--- config.mk ---
export PLATFORM = sky130hd
export DESIGN_NAME = serial_tx
export DESIGN_NICKNAME = d
export VERILOG_FILES = /design/src/rtl/serial_tx.sv
export SDC_FILE = /design/constraint.sdc
export NUM_CORES = 1
export LEC_CHECK = 0
export CORE_MARGIN = 2
export CORE_UTILIZATION = 65
export CTS_CLUSTER_SIZE = 28
export DETAILED_ROUTE_END_ITERATION = 7
export GPL_ROUTABILITY_DRIVEN = 0
export PLACE_DENSITY = 0.93
export SETUP_SLACK_MARGIN = 0.02
export SLEW_MARGIN = 0
export SYNTH_ARGS = -nofsm -noshare
export SYNTH_HDL_FRONTEND = slang
export SYNTH_SLANG_ARGS = --single-unit
--- constraint.sdc ---
create_clock -name clk74 -period 5.87 [get_ports clk74]
set_clock_uncertainty 0.15 [all_clocks]
set_input_delay 0.587 -clock clk74 [delete_from_list [all_inputs] [get_ports clk74]]
set_output_delay 0.587 -clock clk74 [all_outputs]
set_load 0.02 [all_outputs]
--- src/rtl/serial_tx.sv ---
// serial_tx: UART 8N1 transmitter with byte FIFO and CTS flow control
module serial_tx #(
  parameter int CLK_HZ = 74250000,
  parameter int BAUD = 115200,
  parameter int DEPTH = 16
) (
  input  logic clk74,
  input  logic reset_n,
  input  logic [7:0] tx_byte,
  input  logic tx_wr,
  input  logic cts_n,
  output logic tx,
  output logic tx_full,
  output logic tx_empty,
  output logic tx_busy,
  output logic [$clog2(DEPTH):0] fifo_level,
  output logic overflow
);
  localparam int DIVISOR = (CLK_HZ + BAUD / 2) / BAUD;
  localparam int AW = $clog2(DEPTH);
  localparam int CW = DIVISOR > 1 ? $clog2(DIVISOR) : 1;
  localparam logic [CW-1:0] CNT_TOP = CW'(DIVISOR - 1);
  localparam logic [AW:0] FULL = (AW + 1)'(DEPTH);
  localparam logic [1:0] IDLE = 2'd0, START = 2'd1, DATA = 2'd2, STOP = 2'd3;
  logic [7:0] mem [DEPTH];
  logic [AW-1:0] wr_ptr, rd_ptr;
  logic [AW:0] level_n;
  logic [1:0] state, state_n;
  logic [CW-1:0] cnt, cnt_n;
  logic [2:0] bit_idx, bit_idx_n;
  logic [7:0] shift, shift_n;
  logic tx_n, cts_s1, cts_s2, cts_ok, wr_ok, pop, tick;
  always_comb begin
    cts_ok = ~cts_s2;
    tick = cnt == '0;
    wr_ok = tx_wr && fifo_level != FULL;
    // a frame may start from IDLE or straight out of a finished stop bit
    pop = (state == IDLE || (state == STOP && tick)) && fifo_level != '0 && cts_ok;
    level_n = fifo_level + (AW + 1)'(wr_ok) - (AW + 1)'(pop);
    cnt_n = (state == IDLE && !pop) ? '0 : (pop || tick) ? CNT_TOP : cnt - 1'b1;
    state_n = state;
    bit_idx_n = bit_idx;
    shift_n = shift;
    tx_n = tx;
    if (pop) begin
      state_n = START;
      shift_n = mem[rd_ptr];
      tx_n = 1'b0;
    end else if (tick) begin
      case (state)
        START: begin
          state_n = DATA;
          bit_idx_n = 3'd0;
          tx_n = shift[0];
        end
        DATA: begin
          if (bit_idx == 3'd7) begin
            state_n = STOP;
            tx_n = 1'b1;
          end else begin
            shift_n = shift >> 1;
            tx_n = shift[1];
            bit_idx_n = bit_idx + 1'b1;
          end
        end
        default: begin
          state_n = IDLE;
          tx_n = 1'b1;
        end
      endcase
    end
  end
  always_ff @(posedge clk74 or negedge reset_n) begin
    if (!reset_n) begin
      cts_s1 <= 1'b1;
      cts_s2 <= 1'b1;
      wr_ptr <= '0;
      rd_ptr <= '0;
      fifo_level <= '0;
      overflow <= 1'b0;
      tx_full <= 1'b0;
      tx_empty <= 1'b1;
      tx_busy <= 1'b0;
      state <= IDLE;
      cnt <= '0;
      bit_idx <= '0;
      shift <= '0;
      tx <= 1'b1;
    end else begin
      cts_s1 <= cts_n;
      cts_s2 <= cts_s1;
      if (wr_ok) wr_ptr <= wr_ptr + 1'b1;
      if (pop) rd_ptr <= rd_ptr + 1'b1;
      fifo_level <= level_n;
      overflow <= overflow | (tx_wr && fifo_level == FULL);
      tx_full <= level_n == FULL;
      tx_empty <= level_n == '0;
      tx_busy <= state_n != IDLE;
      state <= state_n;
      cnt <= cnt_n;
      bit_idx <= bit_idx_n;
      shift <= shift_n;
      tx <= tx_n;
    end
  end
  always_ff @(posedge clk74) begin
    if (wr_ok) mem[wr_ptr] <= tx_byte;
  end
endmodule
# Yosys cells after proc, flatten, opt, wreduce, memory -nomap -nowiden
# Memories as Yosys holds them, arrays and structs flattened.
# Index checks and enable logic that the tools add are counted.
[word_totals]
regBits = 43
latch_bits = 0
mem_bits_rw = 128
mem_bits_ro = 0
output_inout_bits = 10
wordCells = 70
n_memories = 1
[mem_list]
columns = ["name", "depth", "word_bits", "rd", "rd_clocked_by_memory_dff", "write_ports", "line", "source"]
rows = [
  ["mem", 16, 8, 1, 0, 1, "25", "logic [7:0] mem [DEPTH];"],
]
[classes]
add_sub_neg = 6
n_mul = 0
n_div = 0
order_cmp = 0
eq_ne = 9
shifts = 0
mux = 18
n_bitwise = 3
n_reduce_logical = 19
[ops]
columns = ["operator", "count"]
rows = [
  ["8-bit 2-to-1 mux", 4],
  ["10-bit 2-to-1 mux", 2],
  ["5-bit equality test, second input constant", 2],
  ["10-bit zero test", 1],
  ["10-bit by 1-bit subtractor with 10-bit output, second input constant", 1],
  ["4-bit by 1-bit adder with 4-bit output, second input constant", 2],
  ["2-bit nonzero test", 4],
  ["1-bit logical AND", 6],
  ["2-bit 2-to-1 mux", 3],
  ["3-bit case mux with 2 select lines", 1],
  ["5-bit by 1-bit adder with 5-bit output", 1],
  ["5-bit zero test", 1],
  ["1-bit 2-to-1 mux", 5],
  ["5-bit inequality test, second input constant", 1],
  ["5-bit nonzero test", 1],
  ["5-bit by 1-bit subtractor with 5-bit output", 1],
  ["2-bit equality test, second input constant", 2],
  ["2-bit inequality test, second input constant", 2],
  ["2-bit case mux with 2 select lines", 1],
  ["4-bit AND reduction", 1],
  ["3-bit by 1-bit adder with 3-bit output, second input constant", 1],
  ["3-bit equality test, second input constant", 1],
  ["3-bit 2-to-1 mux", 1],
  ["3-bit AND reduction", 1],
  ["other kinds (7)", 9],
]

# Longest topological paths before layout
[depth]
ltp_word = 8
ltp_mapped = 15
depth_no_buf = 14

# Worst setup path after synthesis
# Ideal clock, no wire load.
[synth_timing]
path_kind = "reg2reg"
from = "register fifo_level[2]"
to = "register tx_full"
setup_ns = 0.088
arrival_time_ns = 3.069
slack_ns = 2.563
path_stages_with_launch = 14
path_buffers = 1
period_less_slack_ns = 3.307
path_cell_list = "dfrtp_1 > inv_1 > ha_1 > nor4b_1 > or2_2 > or2_2 > clkbuf_1 > inv_1 > ha_1 > inv_1 > ha_1 > fa_1 > or3_1 > nor3b_1"
[synth_between]
elab_chain_cells = 5
word_cells_on_any_way = 8
classes_between = "2 x add/sub; 2 x eq/ne; 4 x reduce/logical"
[synth_rtl]
columns = ["element", "line", "source"]
rows = [
  ["from (decl)", "16", "output logic [$clog2(DEPTH):0] fifo_level,"],
  ["from (signal assigned)", "94", "fifo_level <= level_n;"],
  ["5-bit inequality test or 5-bit nonzero test (tied branches)", "36, 38", ""],
  ["1-bit logical AND (on tied branches)", "36, 38", ""],
  ["5-bit by 1-bit adder with 5-bit output or 1-bit logical AND (tied branches)", "39, 38", ""],
  ["5-bit by 1-bit subtractor with 5-bit output *", "39", "level_n = fifo_level + (AW + 1)'(wr_ok) - (AW + 1)'(pop);"],
  ["named net level_n[1]", "27", "logic [AW:0] level_n;"],
  ["5-bit equality test *", "96", "tx_full <= level_n == FULL;"],
  ["to (signal assigned)", "81", "tx_full <= 1'b0;"],
  ["to (signal assigned)", "96", ""],
  ["to (decl)", "13", "output logic tx_full,"],
]
# Mark *: on every way through the listed nets, which the timed path passes. The rest lies on a longest branch.
# A chain may end at the register's enable or synchronous reset.

# Worst setup path after layout
[layout_timing]
from = "register cnt[6]"
to = "register tx_full"
[layout_between]
elab_chain_cells = 7
[layout_rtl]
columns = ["element", "line", "source"]
rows = [
  ["from (decl)", "29", "logic [CW-1:0] cnt, cnt_n;"],
  ["from (signal assigned)", "100", "cnt <= cnt_n;"],
  ["10-bit zero test", "35", "tick = cnt == '0;"],
  ["1-bit logical AND", "38", "pop = (state == IDLE || (state == STOP && tick)) && fifo_level != '0 && cts_ok;"],
  ["1-bit logical OR", "38", ""],
  ["1-bit logical AND (2 in a row)", "38", ""],
  ["5-bit by 1-bit subtractor with 5-bit output", "39", ""],
  ["named net level_n[1]", "27", ""],
  ["5-bit equality test", "96", ""],
]
# The timed path passes the listed nets, and every way through them passes these cells.

==> parameters.txt <==
Parameter                              Value

Critical path
  Required time reported for the critical path endpoint ... 6.16 ns
  Dominant delay contributor by cell family on the critical path ... simple AND/OR/NAND/NOR gates
  Number of buffers and inverters on the critical path ... 2
  Critical setup path kind ... reg2reg
  Worst Setup End Kind ... flop
  Critical path fanouts, max ... 13
  Startpoint types ... flop
  Worst-path cell with the longest stage delay ... sky130_fd_sc_hd__nor4_1
  Crit path arrival time ... 4.49 ns
  Ordered list of cells on the worst path ... nor4_1 -> a41oi_1 -> or2_2 -> inv_1 -> ha_1 -> inv_1 -> ha_1 -> fa_1 -> or3_1 -> nor3b_1
  Critical Path Max Stage Delay ... ~0.67 ns

Timing
  Final worst setup slack ... 1.67 ns
  Final TNS setup ... 0 ns
  Time the worst path needs with I/O delays and setup ... 4.20 ns
  Endpoints failing setup ... 0
  Share of the cycle needed by the critical path after routing ... 0.716
  Worst slew slack as a fraction of its limit ... 0.307
  Transition time at the pin with the least slew margin ... 1.03 ns
  Number of max-slew violations in the final report ... 0
  Final Hold Viols ... 0
  Setup repair after global routing missed its margin ... no
  Max Freq ... 238 MHz
  Hold slack final ... approximately 0.055 ns

Final layout
  Post-route non-filler standard cell count ... 599
  Ratio of cells with drive above 1 in the final layout ... 0.187
  Area added between synthesis and finish ... 12.9%
  Register area ... a little under 5000 sq um
  Commonest cells after routing, fill and taps aside ... 128 x sky130_fd_sc_hd__edfxtp_1, 38 x sky130_fd_sc_hd__dfrtp_1, 32 x sky130_fd_sc_hd__mux4_2
  Fill count ... 610
  Net count, final ... 478
  Combined area of the multi-input logic cells ... 2070 sq um
  Antenna Diode Count ... 0
  Leading cell type in the layout, fill and taps excluded ... sky130_fd_sc_hd__edfxtp_1

Route
  Iteration-0 DRC Markers ... approximately 440
  Number of iterations in the first detailed-routing pass ... 5
  Drt wl/cell ... 23.9 um
  Avg Vias per Cell ... ~6.6
  Detailed Route WL ... ~14 mm
  ANT nets after route ... 0
  Routed via count ... approximately 3,900
  Count of unresolved DRC violations after routing ... 0

Synthesis
  Syn Inst Count ... 419
  Cell Area, Synth ... 7140 sq um
  Post-synth ARST share ... 0.251
  Library cell with the largest summed area after synthesis ... sky130_fd_sc_hd__edfxtp_1
  Sequential cell area fraction in the yosys report ... 0.690
  Count of different cell masters after synthesis ... 48
  Fraction of synthesized cell area taken by the top area cell type ... 0.538
  Nets in the synthesized netlist ... between 400 and 500
  Avg Cell Area, Syn ... 17.0 sq um
  Most frequently used flop master after synthesis ... sky130_fd_sc_hd__edfxtp_1
  FF+latch count, synth ... 171
  Syn. warnings ... 0
  Top cells by area in the synthesized netlist ... sky130_fd_sc_hd__edfxtp_1 54%, sky130_fd_sc_hd__dfrtp_1 14%, sky130_fd_sc_hd__mux4_2 10%
  Number of enable-type register cells in the synthesized netlist ... 128

Run
  Max Cap Violations ... 0

Die
  Number of core rows ... 38
  Die height ... 109 um
  Die width ... 109 um
  I/O pin count ... 22
  Core Box Area ... 10,800 sq um
  Effective utilization at floorplan ... 0.662
  Area of the die ... around 12,000 sq um

Placed design
  Post-DP HPWL ... 8.97 mm
  Minimum setup slack after placement ... 1.77 ns
  Placed cell count ... 567
  Total of buffers placed on input and output ports ... 21

Power and ir drop
  Standby leakage power ... around 2.8 nW
  Pwr dens ... 378 nW/um^2
  Total power ... about 3 mW
  IR Drop Worst-Case VDD ... 343 uV

GRT
  Pin count of the biggest net entering global routing ... 44
  Total congestion overflow ... 0
  Via count of the first global-routing pass ... 4,119
  First-pass GRT wire length ... 22.3 mm
  GRT Total Usage ... 0.266
  Initial antenna violation count ... 0

Clocking
  Number of hold buffers added after CTS ... 0
  TritonCTS clock tree ... done
  H-tree levels ... 4
  Clock insertion delay at the later pin of the skew report ... approximately 0.53 ns
  Number of buffers inserted during clock tree synthesis ... 17
  CTS root buffer ... sky130_fd_sc_hd__clkbuf_8
  Post-CTS clock slew at the launch and capture registers of the worst setup and hold paths ... 0.07 ns
  Post-CTS repair timing setup buffer count ... 0
  Number of sinks handled by clock tree synthesis ... roughly 170
  CTS max path bufs ... 2
  PostCTS Resize Cnt ... 0

Run status
  Status ... completed

Worst hold path
  Worst hold-check path type ... in2async
## Yosys cell counts (all sizes together) (7+ instances only)
master,instances
inv,18
and2,9
mux2i,8
clkbuf,14
mux4,32
edfxtp,128
nor2,13
a21oi,14
xor2,7
a22o,14
ha,19
dfrtp,39
nor4,16
o21ai,8
## path summary, 6_finish.rpt
path | start | end | slack [ns] | depth (start not counted)
max in group asynchronous | reset_n | rd_ptr[0] | 4.87 | 1
min reg2reg | cts_s1 | cts_s2 | 0.21 | 0
min in group clk74 | cts_s1 | cts_s2 | 0.21 | 0
max reg2reg | cnt[6] | tx_full | 1.67 | 10
min | reset_n | fifo_level[4] | 0.05 | 1
max | cnt[6] | tx_full | 1.67 | 10
## final cells by class
cell class / instances / area share
inverter: 18 / 0.00838
tap: 140 / 0.0217
clock buffer: 17 / 0.0514
sequential: 171 / 0.611
clock inverter: 15 / 0.0194
multi-input combinational: 211 / 0.257
timing repair buffer: 27 / 0.0310
## report_power, final
group / leakage (nW) / internal [mW] / switching (mW)
clock network: 0.275 / 0.578 / 0.490
logic: 0.903 / 0.192 / 0.267
registers: 1.67 / 1.45 / 0.0742
total: 2.84 / 2.22 / 0.831
## logic make-up (layout without fill, tap and decap cells)
| group | count (synthesis) | count (layout) | share of synthesized area |
|---|---|---|---|
| compound gates | 54 | 54 | 0.0531 |
| xor+xnor | 13 | 13 | 0.0159 |
| fa+ha+maj | 20 | 20 | 0.0361 |
| buf+inv | 37 | 77 | 0.0200 |
| flops | 171 | 171 | 0.690 |
| mux | 42 | 42 | 0.115 |
| simple gates | 82 | 82 | 0.0701 |
## routing by layer
| metal | share of wire | routed length (um) | GRT usage | vias to the layer above |
|---|---|---|---|---|
| li1 | - | - | - | 1709 |
| met4 | 0.032 | 453 | 0.114 | 0 |
| met3 | 0.060 | 855 | 0.0646 | 43 |
| met5 | 0 | 0 | 0 | - |
| met1 | 0.38 | 5380 | 0.325 | 2000 |
| met2 | 0.53 | 7630 | 0.455 | 197 |
## flip-flops by register name (all words and copies together), names as in the netlist
name        flops
bit_idx         3
cnt            10
cts_s1          1
cts_s2          1
fifo_level      5
mem           128
overflow        1
rd_ptr          4
shift           8
state           2
tx              1
tx_busy         1
tx_empty        1
tx_full         1
wr_ptr          4
## metrics by stage
| step | util | area, sq um |
|---|---|---|
| 2_1_floorplan | - | 7140 |
| 3_3_place_gp | 0.694 | 7490 |
| 3_5_place_dp | 0.694 | 7490 |
| 4_1_cts | 0.747 | 8060 |
| 5_1_grt | 0.747 | 8060 |
| 6_report | 0.747 | 8060 |
Note: power is estimated with default switching activity, not from simulation.
